**config.mk**
```make
export PLATFORM = sky130hd
export DESIGN_NAME = fetch_unit
export DESIGN_NICKNAME = d
export VERILOG_FILES = /design/src/rtl/fetch_unit.sv
export SDC_FILE = /design/constraint.sdc
export NUM_CORES = 1
export LEC_CHECK = 0
export BUFFER_PORTS_ARGS = -buffer_cell sky130_fd_sc_hd__clkbuf_2
export CORE_MARGIN = 10
export CORE_UTILIZATION = 50
export DETAILED_ROUTE_END_ITERATION = 8
export PLACE_DENSITY = 0.85
export SETUP_SLACK_MARGIN = 0.5
export SLEW_MARGIN = 30
export SYNTH_ARGS = -nofsm -noshare
export SYNTH_HDL_FRONTEND = slang
export SYNTH_SLANG_ARGS = --single-unit
```
**constraint.sdc**
```tcl
create_clock -name clk -period 15.15 [get_ports clk]
set_input_delay 3.7875 -clock clk [delete_from_list [all_inputs] [get_ports clk]]
set_output_delay 3.7875 -clock clk [all_outputs]
set_load 0.05 [all_outputs]
```
**src/rtl/fetch_unit.sv**
```systemverilog
// Instruction fetch: owns the PC, issues credit-limited word requests, buffers in-order responses for decode.
// Optional FETCH_MISALIGN_EN: a misaligned flush target parks the unit in MISALIGNED until the next flush.
module fetch_unit #(
  parameter int                    DATA_WIDTH        = 32,
  parameter int                    INSTRUCTION_WIDTH = 32,
  parameter logic [DATA_WIDTH-1:0] RESET_PC          = '0,
  parameter int                    FIFO_DEPTH        = 2
) (
  input  logic                         clk,
  input  logic                         reset,
  input  logic                         stall,
  input  logic                         flush,
  input  logic [DATA_WIDTH-1:0]        flush_pc,
  output logic                         imem_req_valid,
  input  logic                         imem_req_ready,
  output logic [DATA_WIDTH-1:0]        imem_req_addr,
  input  logic                         imem_rsp_valid,
  input  logic [INSTRUCTION_WIDTH-1:0] imem_rsp_data,
  output logic [INSTRUCTION_WIDTH-1:0] instruction,
  output logic [DATA_WIDTH-1:0]        pc,
  output logic                         valid
`ifdef FETCH_MISALIGN_EN
  ,
  output logic                         misaligned
`endif
);

  localparam int AW = $clog2(FIFO_DEPTH);
  localparam int CW = AW + 1;
  localparam int SW = CW + 1;
  localparam logic [INSTRUCTION_WIDTH-1:0] NOP = INSTRUCTION_WIDTH'(32'h0000_0013);

  typedef enum logic [1:0] {BOOT, RUN, DRAIN, MISALIGNED} state_t;

  state_t                 state, nstate;
  logic [DATA_WIDTH-1:0]  fetch_pc;
  logic [CW-1:0]          outstanding, drop_cnt, f_cnt, out_next;
  logic [AW-1:0]          f_wr, f_rd, q_wr, q_rd;
  logic                   mis_pend;

  logic [DATA_WIDTH-1:0]        f_pc  [FIFO_DEPTH];
  logic [INSTRUCTION_WIDTH-1:0] f_ins [FIFO_DEPTH];
  logic [DATA_WIDTH-1:0]        q_pc  [FIFO_DEPTH];

  logic hs, rsp_ok, push, pop, credit, fifo_live, mis_flush;
  logic [DATA_WIDTH-1:0] flush_tgt;

`ifdef FETCH_MISALIGN_EN
  assign flush_tgt = flush_pc;
  assign mis_flush = |flush_pc[1:0];
`else
  logic unused_lsbs;
  assign unused_lsbs = ^flush_pc[1:0];
  assign flush_tgt   = {flush_pc[DATA_WIDTH-1:2], 2'b00};
  assign mis_flush   = 1'b0;
`endif

  // Responses with nothing outstanding are protocol errors and are ignored entirely.
  assign hs        = imem_req_valid && imem_req_ready;
  assign rsp_ok    = imem_rsp_valid && (outstanding != '0);
  assign push      = rsp_ok && (drop_cnt == '0) && !flush;
  assign fifo_live = (f_cnt != '0);
  assign pop       = fifo_live && !stall;
  assign out_next  = outstanding + CW'(hs) - CW'(rsp_ok);
  // Counting in-flight requests against buffered entries guarantees a FIFO slot for every response.
  assign credit    = ({1'b0, outstanding} + {1'b0, f_cnt}) < SW'(FIFO_DEPTH);

  always_ff @(posedge clk) begin
    if (reset) state <= BOOT;
    else       state <= nstate;
  end

  always_comb begin
    nstate = state;
    if (flush) begin
      if (out_next != '0) nstate = DRAIN;
      else                nstate = mis_flush ? MISALIGNED : RUN;
    end else begin
      case (state)
        BOOT:    nstate = RUN;
        DRAIN:   if (drop_cnt == '0 || (drop_cnt == CW'(1) && rsp_ok))
                   nstate = mis_pend ? MISALIGNED : RUN;
        default: nstate = state;
      endcase
    end
  end

  always_comb begin
    imem_req_valid = (state == RUN) && credit;
    imem_req_addr  = fetch_pc;
    valid          = fifo_live;
    instruction    = fifo_live ? f_ins[f_rd] : NOP;
    pc             = fifo_live ? f_pc[f_rd]  : '0;
    if (state == MISALIGNED) begin
      valid       = 1'b1;
      instruction = NOP;
      pc          = fetch_pc;
    end
`ifdef FETCH_MISALIGN_EN
    misaligned = (state == MISALIGNED);
`endif
  end

  always_ff @(posedge clk) begin
    if (reset) begin
      fetch_pc    <= RESET_PC;
      outstanding <= '0;
      drop_cnt    <= '0;
      f_cnt       <= '0;
      f_wr        <= '0;
      f_rd        <= '0;
      q_wr        <= '0;
      q_rd        <= '0;
      mis_pend    <= 1'b0;
    end else begin
      outstanding <= out_next;
      if (flush) begin
        // Everything still owed by memory after this edge belongs to the old stream.
        fetch_pc <= flush_tgt;
        drop_cnt <= out_next;
        f_cnt    <= '0;
        f_wr     <= '0;
        f_rd     <= '0;
        q_wr     <= '0;
        q_rd     <= '0;
        mis_pend <= mis_flush;
      end else begin
        if (hs) begin
          fetch_pc <= fetch_pc + DATA_WIDTH'(4);
          q_wr     <= q_wr + AW'(1);
        end
        if (rsp_ok && drop_cnt != '0) drop_cnt <= drop_cnt - CW'(1);
        if (push) begin
          f_wr <= f_wr + AW'(1);
          q_rd <= q_rd + AW'(1);
        end
        if (pop) f_rd <= f_rd + AW'(1);
        f_cnt <= f_cnt + CW'(push) - CW'(pop);
      end
    end
  end

  always_ff @(posedge clk) begin
    if (!reset && !flush && hs) q_pc[q_wr] <= fetch_pc;
    if (!reset && push) begin
      f_pc[f_wr]  <= q_pc[q_rd];
      f_ins[f_wr] <= imem_rsp_data;
    end
  end

`ifndef SYNTHESIS
  rsp_without_req: assert property (@(posedge clk) disable iff (reset)
    !(imem_rsp_valid && outstanding == '0));
`endif

endmodule

```
# Yosys cells after proc, flatten, opt, wreduce, memory -nomap -nowiden
# Memories as Yosys holds them, arrays and structs flattened. A register that Yosys moved wholly into a read port is not among the register bits.
# Cells that the tools add are included.
# word_totals
n_memories	3
reg_bits	44
input_bits	70
ram_bits	192
word_cells	79
out_inout_bits	98
# classes
muxes	23
magnitude_cmp	1
reduce_logical	26
add_sub_neg	11
eq_ne	5
# memory_table
memory	words	word_bits	read_ports	rd_clocked_by_memory_dff	wr	line_no	rtl
f_ins	2	32	1	1	1	42	logic [INSTRUCTION_WIDTH-1:0] f_ins [FIFO_DEPTH];
f_pc	2	32	1	1	1	41	logic [DATA_WIDTH-1:0] f_pc [FIFO_DEPTH];
q_pc	2	32	1	1	1	43	logic [DATA_WIDTH-1:0] q_pc [FIFO_DEPTH];
# ops
op	n
$mux 32	6
$add 32x3->32 const B	1
$reduce_bool 2->1	6
$logic_and 1x1->1	11
$mux 1	11
$mux 2	5
$add 1x1->1 const B	4
$add 2x1->2	2
$eq 2x1->1 const B	2
$eq 2x2->1 const B	2
$logic_not 2->1	2
$pmux 2 s2	1
$sub 2x1->2	2
$add 2x2->3	1
$logic_not 1->1	3
$lt 3x2->1 const B	1
$ne 3x3->1 const B	1
$reduce_bool 3->1	1
$reduce_and 2->1	1
$reduce_or 2->1	1
$sub 2x1->2 const B	1
$logic_or 1x1->1	1

# Logic depth before layout (Yosys ltp)
# Gate-level depths: netlist (run 1).
# logic_depth
depth_word	9
depth_mapped	13
ltp_nobuf	12

# Least setup slack after synthesis (run 1)
# No wires, ideal clock.
# synth_timing
path_type	input to register
from	input flush
to	memory f_ins[0][0], enable pin
required_ns	14.592
setup_ns	0.558
path_stages	4
setup_slack_ns	5.833
arrival_time_ns	8.759
path_buffers	2
path_cell_list	clkbuf_1 or2_2 clkbuf_1 nor3_1
# synth_between
elab_chain_cells	5
# synth_rtl
item	line_no	rtl
from (decl)	12	input logic flush,
$logic_not 1->1	61	assign push = rsp_ok && (drop_cnt == '0) && !flush;
$logic_and 1x1->1	61	
$logic_and 1x1->1	145	if (!reset && push) begin
$mux 1	145	
$mux 1 (not written as such)	147	f_ins[f_wr] <= imem_rsp_data;
to (decl)	42	
# No other way between the ends.

# Final worst setup path (run 1)
# layout_timing
from	register f_cnt[0]
to	output imem_req_valid
# layout_between
elab_chain_cells	3
# layout_rtl
item	line_no	rtl
from (decl)	37	logic [CW-1:0] outstanding, drop_cnt, f_cnt, out_next;
from (signal assigned)	138	f_cnt <= f_cnt + CW'(push) - CW'(pop);
$add 2x2->3	66	assign credit = ({1'b0, outstanding} + {1'b0, f_cnt}) < SW'(FIFO_DEPTH);
$lt 3x2->1	66	
$logic_and 1x1->1	89	imem_req_valid = (state == RUN) && credit;
to (decl)	14	output logic imem_req_valid,
# No other way between the ends.

==> reports/metrics.csv, run 1 <==
metric,value,unit
Synth Flop Type,edfxtp_1,
worst-margin pin slew,0.867,ns
worst min path class,flip-flop to flip-flop,
top-count cell post-synth,edfxtp_1,
Num CTS Buffers,23,
Layout area overhead,18.8,%
Critical Path Slowest Stage Cell,or4b_1,
Core Region,18700,um2
CTS Buffer Depth,3,
nets,932,
"Avg Cell Area, Syn",13.7,um2
GPL Wtd Cong,0.840,
Final Routed Wirelength,23300,um
WS Path Type,flip-flop to output port,
PwrDens,132,nW/um2
fin crit period,6.55,ns
Synth top area share,58.2,%
DR vias/cell,5.85,
# rows,50,
postcts setup bufs,0,
largest cells by area after synthesis,"edfxtp_1 (58%), dfxtp_1 (9.3%), mux2i_1 (6.2%), mux2_2 (3.6%), nor2_1 (2.4%)",
# fillers,1406,
"Clk Latency, worst-skew pair",0.50,ns
clock-pin slew on the worst setup and hold paths,0.06,ns
HPWL after DPL,15600,um
global-route wire length before repair,35800,um
WP data required,11.36,ns
Via Count,6459,
IO buf count,161,
starting density of the core,50.8,%
Hold Buf Count CTS,0,
Max IR drop VDD,0.0718,mV
Yosys cell types,55,
DRT Pass-1 Iters,6,
"Remaining Overflow, GRT",0,
Setup TNS,0,ns
unrepaired setup endpoints after global routing,no,
worst-path maximum fanout,9,
number of H-tree branching levels,1,
utilization after layout,60.3,%
CTS tree,done,
crit-path cells,"and2_1, fa_1, or4b_1, inv_1, clkbuf_2",
Tcrit/Tclk final,43.3,%
drc violations,0,
"area leader, netlist",edfxtp_1,
initial antenna violation count,0,
Critical Path AT,2.77,ns
Yosys warning count,0,
crit path buf inv count,2,
share of layout cells above drive strength 1,27.9,%
number of enable flip-flop cells after synthesis,184,
final setup vio count,0,
upper clock frequency limit,153,MHz
status,"finished, final reports clean",
Post-CTS Resized,0,
"Hold Vio Cnt, Final",0,
Fin Clk Skew,0.0157,ns
Post-synth top cells,"edfxtp_1 (184), nor2_1 (62), mux2i_1 (59), dfxtp_1 (44), nand2_1 (40)",
post-synthesis sequential area ratio,67.4,%
Clock Sinks,228,
CTS root buf,clkbuf_16,
Mapped Cells,695,
vias in the first global route,6485,
Total Routing Usage GR,18.2,%
# IOs,168,
Critical Path Sink Type,output port,
width of the die,158,um
height of the die,158,um
Leak,3.93,nW
Startpoint Class,flip-flop,
antenna-violating nets left,0,
max-cap viol count,0,
Final Max Tran Viols,0,
slew margin rel.,41.7,%
pin count of the biggest net entering global routing,57,
diodes inserted,0,
per-cell routed wire length,21.1,um
Async SR Flop Fraction,0,%
"slowest stage delay, CP",0.70,ns
area of the die,24900,um2
Mapped Area,9500,um2
DR iter-0 viols,612,
Top Family by Delay on Critical Path,simple AND/OR/NAND/NOR gates,
Synth Register Bits,228,
-- per-layer routing --
layer	part of all wire, %	wire length, um	GRT usage [%]
met1	41	9600	23.7
met2	46	10700	29.1
met4	2.3	546	5.34
met5	0	0	0
met3	10	2440	4.91
-- worst min-delay path, cell delays in order, from the launching register on --
cell,delay (ns)
dfxtp_1,0.32
xor2_1,0.08
nor2_1,0.08
-- power by group --
part | leakage (nW) | switching, mW | total (mW) | internal [mW]
Sequential | 2.03 | 0.0285 | 0.736 | 0.707
Clock | 0.352 | 0.221 | 0.539 | 0.318
Combinational | 1.55 | 0.153 | 0.214 | 0.0608
Total | 3.93 | 0.403 | 1.49 | 1.09
-- final cells by class --
class,instances,area (um2),share of cell area (%)
Clock buffer,30,612,5.42
Clock inverter,11,104,0.920
Inverter,13,48.8,0.432
Multi-Input combinational cell,416,2910,25.8
Sequential cell,228,6410,56.8
Tap cell,234,293,2.59
Timing Repair Buffer,172,908,8.05
-- worst paths after layout --
path / depth (start not counted) / endpoint / startpoint / slack, ns
min: 2 / q_rd / q_rd / 0.52
max reg2reg: 7 / q_pc[0][4] / f_cnt[0] / 11.21
max: 5 / imem_req_valid / f_cnt[0] / 8.60
min reg2reg: 2 / q_rd / q_rd / 0.52
-- state kept, by name (all words and copies together), names as in the netlist, named ones only --
signal         count
imem_req_addr     30
q_rd               1
f_pc              60
f_ins             64
drop_cnt           2
f_rd               1
f_wr               1
f_cnt              2
q_pc              60
outstanding        2
q_wr               1
state              2
-- layout by cell type (no fill, tap or decap), types with 6 or more instances in the layout --
master     count
xnor2_1       11
a211oi_1      10
o21ai_0       35
nor2_1        62
clkbuf_1       6
dfxtp_1       43
clkbuf_2     161
clkbuf_16     23
mux2i_1       59
buf_4         10
or3_1          7
mux2_2        30
nand4_1       18
xor2_1         6
nor2b_1        6
nand2_1       40
and3_1         7
o31ai_1        7
edfxtp_1     184
and2_1        10
ha_1           7
or4_1         10
nand3_1       12
a311oi_1      13
inv_1         12
-- kinds of logic after synthesis --
| kind of cell | after synthesis | synth area share, % |
|---|---|---|
| and+or+nand+nor | 198 | 10.5 |
| DFF | 228 | 67.4 |
| muxes | 89 | 9.77 |
| xor gates and xnor gates | 17 | 1.57 |
| buffers and inverters | 54 | 2.38 |
| adders and majority gates | 8 | 1.13 |
| AOI/OAI and AO/OA | 100 | 7.13 |
| other | 1 | 0.0395 |
-- through the flow --
stage	setup WS (ns)	hold slack, ns	cell area [um2]	total power [mW]	cells
2_1_floorplan	5.83	0.472	9510	0.896	698
3_3_place_gp	8.52	0.486	10500	0.954	1062
3_5_place_dp	8.47	0.500	10600	0.962	1063
4_1_cts	8.60	0.518	11300	1.50	1104
5_1_grt	8.48	0.549	11300	1.54	1104
6_report	8.60	0.521	11300	1.49	1104
(Power assumes the default switching activity.)
==> inputs of run 2 (changes only) <==
- PLACE_DENSITY: 0.85 -> 0.87
- clock period: 15.15 -> 5.8 ns (I/O delays scaled with it)
==> run 2 against run 1 <==
Worst setup slack worse by 7.0 ns. Sequential share of layout area is 0.11 points lower. Register-to-register slack worse by 9.4 ns. Clock power grew to 2.7 times the previous value. Sequential cell count stayed put. Sequential power grew to 2.6 times the previous value. Worst hold slack better by 0.0081 ns.
==> reports/metrics.csv, run 2 (synthesis gave the netlist of run 1 again) <==
metric,value,unit
Clock Sinks,228,
Tcrit/Tclk final,73.0,%
CTS Buffer Depth,3,
status,"finished, final reports clean",
upper clock frequency limit,236,MHz
"Hold Vio Cnt, Final",0,
share of layout cells above drive strength 1,27.8,%
WP data required,4.35,ns
pin count of the biggest net entering global routing,58,
IO buf count,161,
max-cap viol count,0,
Num CTS Buffers,23,
Startpoint Class,flip-flop,
FF-to-FF End,q_pc[0][31],
worst min path class,flip-flop to flip-flop,
GPL Wtd Cong,0.857,
DRT Pass-1 Iters,8,
diodes inserted,0,
depth of the most critical reg-to-reg path,7,
initial antenna violation count,2,
Max IR drop VDD,0.204,mV
clock-pin slew on the worst setup and hold paths,0.06,ns
area of the die,24900,um2
Leak,3.94,nW
Worst R2R Setup Slack,1.77,ns
Post-CTS Resized,0,
slew margin rel.,33.9,%
per-cell routed wire length,21.9,um
Final Max Tran Viols,0,
postcts setup bufs,0,
WS Path Type,flip-flop to output port,
Layout area overhead,19.0,%
Critical Path Sink Type,output port,
nets,932,
worst-margin pin slew,0.983,ns
final setup vio count,0,
DR vias/cell,5.91,
Biggest register,f_ins,
"Clk Latency, worst-skew pair",0.50,ns
"most common cell after layout, fill and taps aside",edfxtp_1,
hold path start,q_rd,
number of H-tree branching levels,1,
global-route wire length before repair,36700,um
worst-path maximum fanout,9,
Core Region,18700,um2
HPWL after DPL,16200,um
fin crit period,4.23,ns
CTS tree,done,
width of the die,158,um
hold-critical path depth,2,
utilization after layout,60.5,%
pre-CTS setup slack,1.49,ns
starting density of the core,50.8,%
Hold Buf Count CTS,0,
vias in the first global route,6543,
Total Routing Usage GR,18.7,%
Via Count,6521,
Final Routed Wirelength,24100,um
FF-to-FF Start,f_cnt[0],
antenna-violating nets left,0,
Critical Path AT,2.78,ns
drc violations,0,
# IOs,168,
# fillers,1408,
setup ws final,1.57,ns
"commonest cells after routing, fill and taps aside","edfxtp_1 (184), clkbuf_2 (161), nor2_1 (62)",
# rows,50,
height of the die,158,um
hold slack,0.529,ns
unrepaired setup endpoints after global routing,no,
"Remaining Overflow, GRT",0,
DR iter-0 viols,659,
Regs by FF count,"f_ins x64, f_pc x60, q_pc x60",
worst hold endpoint,q_rd,
PwrDens,351,nW/um2
max reg flops,64,
CTS root buf,clkbuf_16,
Fin Clk Skew,0.0161,ns
-- run 2: changes by cell type in the layout (fill, tap and decap cells not counted), sizes merged --
cell    before  now
bufinv       2    3
clkbuf     191  193
clkinv      10    6
inv         12   13
-- run 2: power by group --
| group | internal (mW) | leakage [nW] | total (mW) | switching [mW] |
|---|---|---|---|---|
| clock network | 0.891 | 0.365 | 1.47 | 0.584 |
| registers | 1.85 | 2.03 | 1.93 | 0.0785 |
| logic | 0.159 | 1.55 | 0.564 | 0.405 |
-- run 2: final cells by class --
cell class	count	area, um2	area share [%]
Clock buffer	32	629	5.57
Clock inverter	9	121	1.07
Inverter	13	48.8	0.432
Multi-Input combinational cell	416	2910	25.7
Sequential cell	228	6410	56.7
Tap cell	234	293	2.59
Timing Repair Buffer	172	901	7.97
-- run 2: critical path: stages (launching register included) --
cell	delay [ns]
dfxtp_1	0.42
and2_1	0.17
fa_1	0.40
or4b_1	0.71
inv_1	0.26
clkbuf_2	0.32
-- run 2: worst max-delay path by stage --
stage	start	endpoint	slack, ns
final	f_cnt[0]	imem_req_valid	1.57
after global routing	f_cnt[0]	imem_req_valid	1.45
after floorplan	flush	f_ins[0][0]	-1.18
after global placement	reset	q_pc[1][4]	1.60
after detailed placement	reset	q_pc[1][4]	1.49
after CTS	f_cnt[0]	imem_req_valid	1.58
-- run 2: routing by layer --
metal,track usage [%],share of wire (%),up-vias
li1,-,-,2967
met1,23.1,38,3149
met2,31.5,49,345
met3,4.88,10,56
met4,6.19,2.8,4
met5,0,0.066,-
-- run 2: stage by stage --
stage | TNS (ns) | std cells | power [mW] | area [um2]
2_1_floorplan | -146.28 | 698 | 2.34 | 9510
3_3_place_gp | 0 | 1062 | 2.49 | 10500
3_5_place_dp | 0 | 1063 | 2.52 | 10600
4_1_cts | 0 | 1104 | 3.99 | 11300
5_1_grt | 0 | 1104 | 4.09 | 11300
6_report | 0 | 1104 | 3.96 | 11300
==> inputs of run 3 (changes only) <==
- PLACE_DENSITY: 0.87 -> 0.85
- clock period: 5.8 -> 4.1 ns (I/O delays scaled with it)
==> run 3 against run 2 <==
Clock-buffer cell count decreased by 5. Largest power group unchanged. Sequential cell count unchanged. Clock power is 43% higher. Worst setup slack lost 0.97 ns. First-iteration DRC count is 11% lower. Global-route usage decreased by 0.79 points. Via count shrank 0.86%. Cell count rose by 0.72%. Critical endpoint unchanged. Clock skew fell by 0.0018 ns.
==> reports/metrics.csv, run 3 (synthesis gave the netlist of run 1 again) <==
metric,value,unit
starting density of the core,50.8,%
M1 WL,9440,um
Final Routed Wirelength,23100,um
PwrDens,493,nW/um2
clock-pin slew on the worst setup and hold paths,0.06,ns
Biggest register,f_ins,
DR vias/cell,5.81,
"Clk Latency, worst-skew pair",0.50,ns
area of the die,24900,um2
diodes inserted,0,
CTS Buffer Depth,3,
IO buf count,161,
upper clock frequency limit,286,MHz
vias in the first global route,6327,
slew margin rel.,54.1,%
Layout area overhead,20.5,%
postcts setup bufs,0,
Critical Path Sink Type,output port,
Fin Clk Skew,0.0143,ns
# IOs,168,
"commonest cells after routing, fill and taps aside","edfxtp_1 (184), clkbuf_2 (160), nor2_1 (62)",
Critical Path AT,2.48,ns
Num CTS Buffers,24,
met3 WL post-DR,2220,um
height of the die,158,um
initial antenna violation count,0,
met2 WL,11000,um
worst min path class,flip-flop to flip-flop,
"most common cell after layout, fill and taps aside",edfxtp_1,
GPL Wtd Cong,0.826,
global-route wire length before repair,35400,um
"Remaining Overflow, GRT",0,
drc violations,0,
pin count of the biggest net entering global routing,57,
worst-margin pin slew,0.682,ns
Hold Buf Count CTS,0,
max-cap viol count,0,
WS Path Type,flip-flop to output port,
DRT Pass-1 Iters,5,
Via Count,6465,
share of layout cells above drive strength 1,29.5,%
Setup TNS,0,ns
depth of the most critical reg-to-reg path,11,
antenna-violating nets left,0,
status,"finished, final reports clean",
Top Layer Used,met4,
per-cell routed wire length,20.7,um
# rows,50,
Total Routing Usage GR,18.0,%
number of H-tree branching levels,1,
WP data required,3.07,ns
final setup vio count,0,
"Hold Vio Cnt, Final",0,
CTS root buf,clkbuf_16,
Max IR drop VDD,0.335,mV
hold-critical path depth,2,
Core Region,18700,um2
CTS tree,done,
hold slack,0.530,ns
utilization after layout,61.2,%
fin crit period,3.50,ns
max reg flops,64,
width of the die,158,um
HPWL after DPL,15700,um
Tcrit/Tclk final,85.4,%
Startpoint Class,flip-flop,
DR iter-0 viols,584,
Final Max Tran Viols,0,
nets,938,
Leak,4.00,nW
worst-path maximum fanout,8,
Clock Sinks,228,
Regs by FF count,"f_ins x64, f_pc x60, q_pc x60",
# fillers,1392,
unrepaired setup endpoints after global routing,no,
==> run 3: cell count changes in the layout (fill, tap and decap cells not counted), sizes merged <==
cell	previous run	this run
clkbuf	193	187
clkinvlp	0	3
buf	11	17
bufinv	3	2
clkinv	6	12
==> run 3: report_power, final <==
part           switching [mW]  internal, mW  total (mW)
sequential              0.108          2.61        2.72
combinational           0.574         0.250       0.824
clock                   0.858          1.24        2.10
==> run 3: repair_timing <==
action                                 4_1_cts  5_1_grt
resized for setup                            3        2
setup endpoints to repair                    1        1
endpoints found under the hold margin        0        0
==> run 3: cell type report <==
| type | count | area, um2 | share of cell area (%) |
|---|---|---|---|
| clock buffers | 27 | 633 | 5.53 |
| clock inverters | 17 | 146 | 1.28 |
| inverters | 13 | 52.6 | 0.459 |
| multi-input cells | 416 | 2930 | 25.6 |
| flip-flops and latches | 228 | 6410 | 56.0 |
| well taps | 234 | 293 | 2.56 |
| repair buffers | 177 | 986 | 8.61 |
==> run 3: metrics by stage <==
step | area [um2] | power [mW] | std cells | setup WS, ns
finish | 11400 | 5.65 | 1112 | 0.600
global route | 11400 | 5.85 | 1112 | 0.525
CTS | 11400 | 5.67 | 1112 | 0.515
detailed placement | 10700 | 3.57 | 1068 | 0.829
global placement | 10700 | 3.55 | 1068 | 0.858
floorplan | 9560 | 3.31 | 698 | 0.524
==> run 3: critical path, cell delays in order (launching register included) <==
cell        delay [ns]
dfxtp_1           0.48
fa_1              0.46
or4b_1            0.54
buf_4             0.19
clkinvlp_4        0.14
buf_8             0.16
==> run 3: final timing paths <==
path	slack [ns]	end	from
setup / recovery	0.60	imem_req_valid	f_cnt[1]
setup reg to reg	0.84	state[0]	f_cnt[1]
hold reg to reg	0.53	f_rd	f_rd
hold / removal	0.53	f_rd	f_rd
==> run 3: routing by layer <==
| layer | vias to the layer above | GRT usage, % |
|---|---|---|
| li1 | 2992 | - |
| met4 | 0 | 4.36 |
| met5 | - | 0 |
| met3 | 29 | 3.83 |
| met1 | 3143 | 23.8 |
| met2 | 301 | 29.5 |
